## src/rtl/sysctrl_wb.sv

```systemverilog
// sysctrl_wb -- Wishbone-slave system-control register block.
//
// Holds five 1-bit routing/selection controls:
//   - two clock-monitor output enables
//   - the trap output enable
//   - two IRQ input-source selects
// These drive the pad and IRQ muxing logic of the management SoC.
//
// Register map (byte offsets from BASE_ADR, bit 0 only):
//   CLK1_OUT 0x00, CLK2_OUT 0x04, TRAP_OUT 0x08, IRQ7_SRC 0x0C, IRQ8_SRC 0x10
//
// Build option:
//   SYSCTRL_IRQ_SRC_EN
//     defined     : IRQ7_SRC/IRQ8_SRC registers are implemented.
//     not defined : those offsets read 0 and ignore writes, and both IRQ
//                   select outputs are tied to 0.
//
// Ports:
//   wb_clk_i          system clock, rising edge
//   wb_rst_i          asynchronous active-low reset
//   wb_stb_i/cyc_i    Wishbone strobe / cycle
//   wb_we_i           1 = write, 0 = read
//   wb_sel_i          byte lanes; only lane 0 gates writes
//   wb_dat_i          write data (bit 0 used)
//   wb_adr_i          byte address
//   wb_ack_o          single-cycle registered acknowledge
//   wb_dat_o          registered read data, held until the next read
//   clk1_output_dest  CLK1 output-destination control
//   clk2_output_dest  CLK2 output-destination control
//   trap_output_dest  trap output-destination control
//   irq_7_inputsrc    IRQ7 input-source select
//   irq_8_inputsrc    IRQ8 input-source select

module sysctrl_wb #(
  parameter logic [31:0] BASE_ADR = 32'h2F00_0000,
  parameter logic [7:0]  CLK1_OUT = 8'h00,
  parameter logic [7:0]  CLK2_OUT = 8'h04,
  parameter logic [7:0]  TRAP_OUT = 8'h08,
  parameter logic [7:0]  IRQ7_SRC = 8'h0C,
  parameter logic [7:0]  IRQ8_SRC = 8'h10
) (
  input  logic        wb_clk_i,
  input  logic        wb_rst_i,
  input  logic        wb_stb_i,
  input  logic        wb_cyc_i,
  input  logic        wb_we_i,
  input  logic [3:0]  wb_sel_i,
  input  logic [31:0] wb_dat_i,
  input  logic [31:0] wb_adr_i,
  output logic        wb_ack_o,
  output logic [31:0] wb_dat_o,
  output logic        clk1_output_dest,
  output logic        clk2_output_dest,
  output logic        trap_output_dest,
  output logic        irq_7_inputsrc,
  output logic        irq_8_inputsrc
);

  logic        ack_q, ack_d;
  logic [31:0] dat_q, dat_d;
  logic        clk1_q, clk1_d;
  logic        clk2_q, clk2_d;
  logic        trap_q, trap_d;
`ifdef SYSCTRL_IRQ_SRC_EN
  logic        irq7_q, irq7_d;
  logic        irq8_q, irq8_d;
`endif

  logic        valid;
  logic        accept;
  logic        wr_en;
  logic        rd_en;
  logic [7:0]  offset;
  logic        rd_bit;

  // Only bit 0 of the data and lane 0 of the byte enables carry meaning.
  logic        unused_inputs;
  assign unused_inputs = ^{wb_sel_i[3:1], wb_dat_i[31:1]};

  assign valid  = wb_stb_i & wb_cyc_i & (wb_adr_i[31:8] == BASE_ADR[31:8]);
  // The ~ack term makes the cycle in which ack is high a dead cycle, so a
  // master that keeps strobing sees a fresh transfer every second cycle.
  assign accept = valid & ~ack_q;
  assign wr_en  = accept & wb_we_i & wb_sel_i[0];
  assign rd_en  = accept & ~wb_we_i;
  assign offset = wb_adr_i[7:0];

  // Read mux: full-byte decode, so misaligned offsets fall into default.
  always_comb begin
    rd_bit = 1'b0;
    case (offset)
      CLK1_OUT: rd_bit = clk1_q;
      CLK2_OUT: rd_bit = clk2_q;
      TRAP_OUT: rd_bit = trap_q;
`ifdef SYSCTRL_IRQ_SRC_EN
      IRQ7_SRC: rd_bit = irq7_q;
      IRQ8_SRC: rd_bit = irq8_q;
`endif
      default:  rd_bit = 1'b0;
    endcase
  end

  always_comb begin
    clk1_d = clk1_q;
    clk2_d = clk2_q;
    trap_d = trap_q;
`ifdef SYSCTRL_IRQ_SRC_EN
    irq7_d = irq7_q;
    irq8_d = irq8_q;
`endif
    if (wr_en) begin
      case (offset)
        CLK1_OUT: clk1_d = wb_dat_i[0];
        CLK2_OUT: clk2_d = wb_dat_i[0];
        TRAP_OUT: trap_d = wb_dat_i[0];
`ifdef SYSCTRL_IRQ_SRC_EN
        IRQ7_SRC: irq7_d = wb_dat_i[0];
        IRQ8_SRC: irq8_d = wb_dat_i[0];
`endif
        default: ;
      endcase
    end
  end

  always_comb begin
    ack_d = accept;
    dat_d = dat_q;
    if (rd_en) begin
      dat_d = {31'b0, rd_bit};
    end
  end

  always_ff @(posedge wb_clk_i or negedge wb_rst_i) begin
    if (!wb_rst_i) begin
      ack_q  <= 1'b0;
      dat_q  <= 32'h0;
      clk1_q <= 1'b0;
      clk2_q <= 1'b0;
      trap_q <= 1'b0;
    end else begin
      ack_q  <= ack_d;
      dat_q  <= dat_d;
      clk1_q <= clk1_d;
      clk2_q <= clk2_d;
      trap_q <= trap_d;
    end
  end

`ifdef SYSCTRL_IRQ_SRC_EN
  always_ff @(posedge wb_clk_i or negedge wb_rst_i) begin
    if (!wb_rst_i) begin
      irq7_q <= 1'b0;
      irq8_q <= 1'b0;
    end else begin
      irq7_q <= irq7_d;
      irq8_q <= irq8_d;
    end
  end

  assign irq_7_inputsrc = irq7_q;
  assign irq_8_inputsrc = irq8_q;
`else
  assign irq_7_inputsrc = 1'b0;
  assign irq_8_inputsrc = 1'b0;
`endif

  assign wb_ack_o         = ack_q;
  assign wb_dat_o         = dat_q;
  assign clk1_output_dest = clk1_q;
  assign clk2_output_dest = clk2_q;
  assign trap_output_dest = trap_q;

endmodule

```

## config.mk

```make
export PLATFORM = sky130hd
export DESIGN_NAME = sysctrl_wb
export DESIGN_NICKNAME = d
export VERILOG_FILES = /design/src/rtl/sysctrl_wb.sv
export SDC_FILE = /design/constraint.sdc
export NUM_CORES = 1
export LEC_CHECK = 0
export ABC_AREA = 1
export CAP_MARGIN = 20
export CORE_MARGIN = 3
export CORE_UTILIZATION = 20
export DETAILED_ROUTE_END_ITERATION = 12
export GPL_TIMING_DRIVEN = 0
export PLACE_DENSITY_LB_ADDON = 0.05
export SETUP_SLACK_MARGIN = 0.1
export SLEW_MARGIN = 10
export SYNTH_ARGS = -nofsm -noshare
export SYNTH_HDL_FRONTEND = slang
export SYNTH_SLANG_ARGS = --single-unit
export TNS_END_PERCENT = 1
```

## constraint.sdc

```tcl
create_clock -name wb_clk_i -period 1 [get_ports wb_clk_i]
set_input_delay 0.1 -clock wb_clk_i [delete_from_list [all_inputs] [get_ports wb_clk_i]]
set_output_delay 0.1 -clock wb_clk_i [all_outputs]
set_load 0.02 [all_outputs]
```

==> impl_metrics.csv <==
group,metric,value,unit
outcome,outcome,"finished with violations",
outcome,violations,"setup timing",
global_route,overflow,0,
place,hpwl,1730,µm
setup_path,critical_path_required,1.12,ns
synthesis,synthAdderAreaFrac,0,%
sta,max_clock_freq,837,MHz
synthesis,ys_top_cells_by_count,"buf_4, nand2_1, nor2_1",
setup_path,crit_type,"register to register",
drt,vias,784,
final_layout,diodes,0,
floorplan,die_h,65.8,µm
place,gp_congestion,0.711,
clock_network,clk_latency,0.24,ns
sta,holdWs,0.0900,ns
power,pwr_density_cell,620,mW/mm²
setup_path,cp.depth,6,
place,portBuffers,43,
synthesis,ys_warn_count,0,
clock_network,cts_root_buf,"clkbuf_4",
global_route,busiest_layer,"met2",
setup_path,critPathBufInv,1,
clock_network,clkSinkCount,5,
setup_path,end_kind,"register",
synthesis,yosysTopAreaCell,"buf_4",
floorplan,die_x,65.8,µm
setup_path,crit_end,"clk2_output_dest",
min_path,hold_class,"input pin to asynchronous set/reset pin",
drt,wl_per_cell,7.96,µm
synthesis,synth.avg_cell_area,6.39,µm²
synthesis,synth_edf_count,0,
drt,wirelength,1890,µm
clock_network,cts_tree,"done",
setup_path,path_cells,"nor3_2 > nand3_2 > nor2_8 > nand4_1 > nand2_1 > inv_1",
drt,viasPerCell,3.29,
clock_network,cts_max_level,1,
floorplan,start_util,21.1,%
synthesis,postSynthCellCount,112,
global_route,antenna_found_initial,0,
floorplan,core_region_area,0.00339,mm²
sta,fin_crit_sh,119,%
power,leakage,0.743,nW
clock_network,clk_pin_slew,0.04,ns
synthesis,synth_top_family_by_area,"buffers and inverters",
drt,dr.pass1.iters,3,
clock_network,postCtsHoldBufs,0,
setup_path,rrSetupSlack,-0.19,ns
sta,skew,0.00585,ns
final_layout,layout.nets,266,
synthesis,synth_area_leaders,"buf_4, dfrtp_1, nand2_1",
setup_path,cp_slowest_stage_delay,0.40,ns
synthesis,async_flop_share,100,%
synthesis,synth_simple_gate_area_share,39.3,%
synthesis,yosysMostFrequentCell,"buf_4",
sta,period_needed,1.19,ns
setup_path,r2r-start,"wb_ack_o",
global_route,grt_pass1_vias,697,
global_route,grtUsageMet1,8.92,%
drt,drc_errors,0,
global_route,grt_max_degree,10,
synthesis,synthFlopType,"dfrtp_1",
sta,finalSetupViolations,5,
clock_network,cts_buffers,3,
final_layout,drive_gt1_share,27.1,%
synthesis,yosysTopAreaCellShare,34.6,%
job,cap_violations,0,
global_route,grt_pass1_wl,2910,µm
setup_path,rr_worst_depth,6,
floorplan,io_pins,111,
sta,slew_violations,0,
synthesis,synth.yosys.seq_area_share,17.5,%
power,ir_drop,510,µV
final_layout,design_area,0.00136,mm²
clock_network,clock_path_buffers,2,
global_route,met3_usage,2.55,%
sta,grt_setup_unrepaired,"true",
drt,drt_iter0_drc,8,
sta,hold_viol_final,0,
synthesis,synth-xor-area-share,0,%
setup_path,slowest_stage,"dfrtp_2",
synthesis,synth_compound_area_share,0.699,%
floorplan,rows,21,
place,place_area,0.00133,mm²
setup_path,cp.arrival,1.32,ns
setup_path,worstPathMaxFanout,9,
sta,setup_slack,-0.194,ns
setup_path,reg2reg_to,"clk2_output_dest",
drt,drtAntennaViolNets,0,
synthesis,synth.distinct_cells,14,
global_route,grt_util_met2,16.5,%
synthesis,synthMuxAreaShare,0,%
setup_path,crit_start,"wb_ack_o",
setup_path,start_kind,"register",
global_route,track_usage,8.62,%
floorplan,dieArea,0.00433,mm²
synthesis,ys_seq_elements,5,
setup_path,critPathTopFamily,"simple AND/OR/NAND/NOR gates",
synthesis,synth_area,716,µm²
final_layout,area_growth,89.3,%
-- cells in the final DEF, fill, tap and decap left out --
cell type / count
clkdlybuf4s50_1: 37
buf_4: 34
conb_1: 33
nand2_1: 23
nor2_1: 17
inv_1: 14
nand3_1: 5
nor2_2: 4
dfrtp_1: 4
nand4_1: 3
clkbuf_4: 3
buf_6: 3
nor3_2: 2
nand2_2: 2
dlygate4sd2_1: 2
nand3_2: 1
nor2_8: 1
a21oi_1: 1
clkbuf_1: 1
buf_2: 1
dfrtp_2: 1
-- worst min-delay path by stage --
stage	cells after the start	end	startpoint
5_1_grt	1	trap_output_dest	wb_rst_i
3_3_place_gp	1	trap_output_dest	wb_rst_i
4_1_cts	1	trap_output_dest	wb_rst_i
6_report	1	trap_output_dest	wb_rst_i
3_5_place_dp	1	trap_output_dest	wb_rst_i
2_1_floorplan	0	clk1_output_dest	wb_rst_i
-- power breakdown --
part,internal (mW),switching [mW]
Sequential,0.203,0.0000000315
Clock,0.150,0.0750
Combinational,0.229,0.182
Total,0.583,0.257
-- kinds of logic after synthesis --
family          after synthesis
compound gates                1
buf+inv                      47
flops                         5
other cells                   1
simple gates                 58
-- timing repair --
| action | in CTS | in global routing |
|---|---|---|
| buffers inserted | 0 | 1 |
| endpoints found under the setup margin | 10 | 10 |
| gates resized for setup | 18 | 6 |
| pin swaps | 0 | 1 |
-- worst reg2reg max path, stage by stage, from the launching register on --
cell,delay (ns)
dfrtp_2,0.40
nor3_2,0.12
nand3_2,0.14
nor2_8,0.19
nand4_1,0.10
nand2_1,0.09
inv_1,0.04
-- registers in the layout (all words and copies together), names as in the netlist --
signal            count
wb_ack_o              1
trap_output_dest      1
clk1_output_dest      1
clk2_output_dest      1
wb_dat_o              1
-- routing by layer --
metal | routed length [µm] | share of wire, % | vias to the layer above
li1 | - | - | 431
met1 | 678 | 36 | 316
met2 | 995 | 53 | 35
met3 | 208 | 11 | 2
met4 | 11 | 0.58 | 0
met5 | 0 | 0 | -
-- final cells by class --
class,instances,area [µm²]
fillers,358,2030
repair buffers,44,434
multi-input cells,92,410
plain buffers,33,248
flip-flops and latches,5,126
well taps,46,57.6
inverters,14,52.6
clock buffers,4,26.3
-- per-stage QoR --
| step | setup slack [ns] | power, mW | utilization [%] | setup TNS, ns | std cells |
|---|---|---|---|---|---|
| global route | -0.314 | 0.899 | 40.0 | -1.27 | 238 |
| floorplan | -0.132 | 0.452 | - | -0.522 | 144 |
| finish | -0.194 | 0.840 | 40.0 | -0.795 | 238 |
| detailed placement | -0.420 | 0.613 | 39.1 | -2.12 | 233 |
| global placement | -0.412 | 0.610 | 39.1 | -2.10 | 233 |
| CTS | -0.180 | 0.844 | 39.2 | -0.730 | 237 |
Power figures use the tool's default switching activity.
